===== config.mk =====
export PLATFORM = sky130hd
export DESIGN_NAME = pipe_reg_vr
export DESIGN_NICKNAME = d
export VERILOG_FILES = /design/src/rtl/pipe_stage_vr.sv /design/src/rtl/pipe_reg_vr.sv
export SDC_FILE = /design/constraint.sdc
export NUM_CORES = 1
export LEC_CHECK = 0
export ABC_AREA = 1
export CORE_AREA = 8 8 45 47
export DETAILED_ROUTE_END_ITERATION = 7
export DIE_AREA = 0 0 53 55
export GPL_TIMING_DRIVEN = 1
export PLACE_DENSITY = 0.61
export SLEW_MARGIN = 15
export SYNTH_ARGS = -nofsm -noshare
export SYNTH_HDL_FRONTEND = slang
export SYNTH_SLANG_ARGS = --single-unit

===== constraint.sdc =====
create_clock -name clk -period 1.1 [get_ports clk]
set_input_delay 0.275 -clock clk [delete_from_list [all_inputs] [get_ports clk]]
set_output_delay 0.275 -clock clk [all_outputs]
set_load 0.005 [all_outputs]

===== src/rtl/pipe_stage_vr.sv =====
// One valid/ready register stage. It loads whenever it is empty or its downstream
// neighbour is taking its word this cycle, which lets bubbles collapse.
module pipe_stage_vr #(
  parameter int WIDTH = 4
) (
  input  logic             clk,
  input  logic             async_rst_n,
  input  logic             flush,
  input  logic             up_valid,
  input  logic [WIDTH-1:0] up_data,
  input  logic             dn_ready,
  output logic             vld,
  output logic [WIDTH-1:0] dat,
  output logic             rdy
);

  logic             vldQ, vldD;
  logic [WIDTH-1:0] datQ, datD;

  assign rdy = !vldQ || dn_ready;
  assign vld = vldQ;
  assign dat = datQ;

  // Bubbles never overwrite the payload, so the last real word stays visible.
  always_comb begin
    vldD = vldQ;
    datD = datQ;
    if (flush) begin
      vldD = 1'b0;
    end else if (rdy) begin
      vldD = up_valid;
      if (up_valid) datD = up_data;
    end
  end

  always_ff @(posedge clk or negedge async_rst_n) begin
    if (!async_rst_n) begin
      vldQ <= 1'b0;
      datQ <= '0;
    end else begin
      vldQ <= vldD;
      datQ <= datD;
    end
  end

endmodule


===== src/rtl/pipe_reg_vr.sv =====
// Chain of DEPTH valid/ready stages with flush and occupancy count.
// The out_ready -> in_ready path ripples through every stage on purpose.
module pipe_reg_vr #(
  parameter  int WIDTH = 4,
  parameter  int DEPTH = 2,
  localparam int CW    = $clog2(DEPTH + 1)
) (
  input  logic             clk,
  input  logic             async_rst_n,
  input  logic             flush,
  input  logic             in_valid,
  input  logic [WIDTH-1:0] in_data,
  output logic             in_ready,
  output logic             out_valid,
  output logic [WIDTH-1:0] out_data,
  input  logic             out_ready,
  output logic [CW-1:0]    count
);

  logic [DEPTH-1:0] vldVec;

  // Each stage keeps its own wires so the ready ripple is not one self-referencing vector.
  for (genvar i = 0; i < DEPTH; i++) begin : gStage
    logic             stgVld, stgRdy, stgDnRdy, stgUpValid;
    logic [WIDTH-1:0] stgDat, stgUpData;

    if (i == 0) begin : gFirst
      assign stgUpValid = in_valid;
      assign stgUpData  = in_data;
    end else begin : gMid
      assign stgUpValid = gStage[i-1].stgVld;
      assign stgUpData  = gStage[i-1].stgDat;
    end

    if (i == DEPTH - 1) begin : gLast
      assign stgDnRdy = out_ready;
    end else begin : gInner
      assign stgDnRdy = gStage[i+1].stgRdy;
    end

    pipe_stage_vr #(.WIDTH(WIDTH)) uStage (
      .clk         (clk),
      .async_rst_n (async_rst_n),
      .flush       (flush),
      .up_valid    (stgUpValid),
      .up_data     (stgUpData),
      .dn_ready    (stgDnRdy),
      .vld         (stgVld),
      .dat         (stgDat),
      .rdy         (stgRdy)
    );

    assign vldVec[i] = stgVld;
  end

  assign in_ready  = gStage[0].stgRdy && !flush;
  assign out_valid = gStage[DEPTH-1].stgVld;
  assign out_data  = gStage[DEPTH-1].stgDat;

  always_comb begin
    count = '0;
    for (int i = 0; i < DEPTH; i++) count = count + CW'(vldVec[i]);
  end

endmodule


==> metrics <==
status finished with violations; violated checks negative setup slack; Initial Utilization 33.36%; syn avg cell area 9.422 sq um; register area share after synthesis 54.20%; post-synth top area cell dfrtp_1; Post-Route Skew 0.7433 ps; Final Slew Violations 0; hold slack 293.8 ps; initial antenna violation count 0; critical path cell sequence buf_6, nand3_4, nand2_1, inv_1, buf_2; Via-to-Cell Ratio 4.347; met2 global-route usage 12.30%; clk sinks 10; WL final 1.059 mm; Synthesis Warnings 0; met1 global-route usage 9.798%; layout cell share with drive strength beyond 1 45.57%; Yosys cell types 10; DR vias 413; crit path max fanout 3; commonest cells after routing, fill and taps aside nand2_1, dfrtp_1, nand3_1, clkdlybuf4s50_1, buf_6; Core Footprint 0.001384 sq mm; Die W 53 um; Yosys reg bits 10; die area 0.002915 sq mm; root buf cell clkbuf_4; drt first pass iters 3; critical path launch point type register; Initial DRC Count 3; CP delay by family, top flip-flops; vias in the first global route 418; critical path capture point type primary output; commonest non-fill, non-tap cell in the layout nand2_1; slew margin rel. 84.39%; power per cell area 1338 mW/mm^2; CTS Buf Count 3; Synth top area share 54.20%; P_leak 0.0003933 uW; Final Cycle Share 124.4%; max incr delay on CP 440 ps; CTS tree done; grt met3 use 1.604%; Synth Net Count 59; post-route ant nets 0; post-layout min period 1369 ps; GRT Max-Usage Layer met2; DR DRC count 0; worst min-delay path category primary input to async pin; hold buffer count at CTS 0; Final Util 56.06%; largest net degree at the start of global routing 11; Crit Path Category register to primary output; final setup violation count 8; worst path bufs/invs 3; post-synthesis cell area 461.7 sq um; f_max 730.5 MHz; DP Area 679.4 sq um; Clk Latency, worst-skew pair 270 ps; post-DR wirelength/cell 11.15 um; Die H 55 um; Final GP Congestion 0.6317; dpl hpwl 775.2 um; Post-Synthesis Cells 49; I/O pins 17; slowest stage cell on the critical path dfrtp_2; global-route wire length before repair 1.787 mm; slew of the pin with the lowest slew margin 233.6 ps; Congestion Overflow GR 0; Diodes inserted 0; CTS clk-pin slew, worst paths 70 ps; Hold Fails Final Rpt 0; area delta synth->final 68.02%; Bufs on Longest Clock Path 2; final worst setup slack -268.9 ps; max_cap viols 0; Port-buffer cells 16; Worst Path Required 820 ps; RSZ-0062 raised after global routing true; Setup TNS -943.5 ps; Synth area leaders dfrtp_1, nand2_1, nand3_1; H-tree lvl count 1; Peak VDD IR 0.5591 mV; nets 90; design area 775.7 sq um; # rows 14; critical path arrival 1090 ps; All-Layer GR Usage 8.099%
registers in the layout, indices dropped and copies added (netlist names):
register and flops:
gStage.uStage.vld 2, gStage.uStage.dat 8
worst paths after layout:
kind                                                          start                                  end  slack, ps  cells after the start
worst max-delay path               gStage[1].uStage.vld$_DFFE_PN0P_                             in_ready       -270                      5
worst min-delay path                                    async_rst_n  gStage[1].uStage.dat[1]$_DFFE_PN0P_        290                      2
worst max register to register     gStage[0].uStage.vld$_DFFE_PN0P_  gStage[1].uStage.dat[1]$_DFFE_PN0P_        -50                      7
worst min register to register  gStage[1].uStage.dat[0]$_DFFE_PN0P_  gStage[1].uStage.dat[0]$_DFFE_PN0P_        480                      2
max in group asynchronous                               async_rst_n     gStage[1].uStage.vld$_DFFE_PN0P_        660                      2
min in group clk                gStage[1].uStage.dat[0]$_DFFE_PN0P_  gStage[1].uStage.dat[0]$_DFFE_PN0P_        480                      2
logic make-up after synthesis:
logic type | after synthesis | share of synthesized area, %
AOI/OAI and AO/OA | 2 | 2.168
adders and majority gates | 1 | 2.710
buffers and inverters | 5 | 4.065
DFF | 10 | 54.20
and+or+nand+nor | 31 | 36.86
through the flow:
stage          total power (uW)  cells  setup WS, ps
6_report                   1038     95        -268.9
5_1_grt                    1089     95        -305.3
4_1_cts                    1031     95        -272.4
3_5_place_dp              678.6     86        -599.1
3_3_place_gp              671.7     86        -601.3
2_1_floorplan             531.7     49         91.20
final cells by class:
class,instances,area (sq um)
multi-input cells,34,217.7
fillers,139,608.1
well taps,16,20.02
clock buffers,4,36.28
repair buffers,26,229.0
inverters,5,21.27
flip-flops and latches,10,251.5
routing by layer:
layer	routed length [um]	share of wire [%]	vias to the layer above
met5	0	0	-
met4	17	1.6	0
met3	62	5.9	2
met2	534	50	12
met1	445	42	184
li1	-	-	215
repair_timing:
action                     in CTS  in global routing
buffers inserted                5                  1
gates resized for setup        40                  8
pin swaps                       3                  5
setup endpoints to repair       8                 12
power breakdown:
part	internal (uW)	switching, uW
Combinational	146	102
Sequential	422	32.3
Clock	201	135
synthesized netlist by cell type:
cell type,count
inv_2,2
ha_1,1
inv_1,3
nand3_1,8
nand3_4,1
nand2_1,18
nor2_4,2
a21oi_1,2
nand2_4,2
dfrtp_1,10
(Power assumes the default switching activity.)
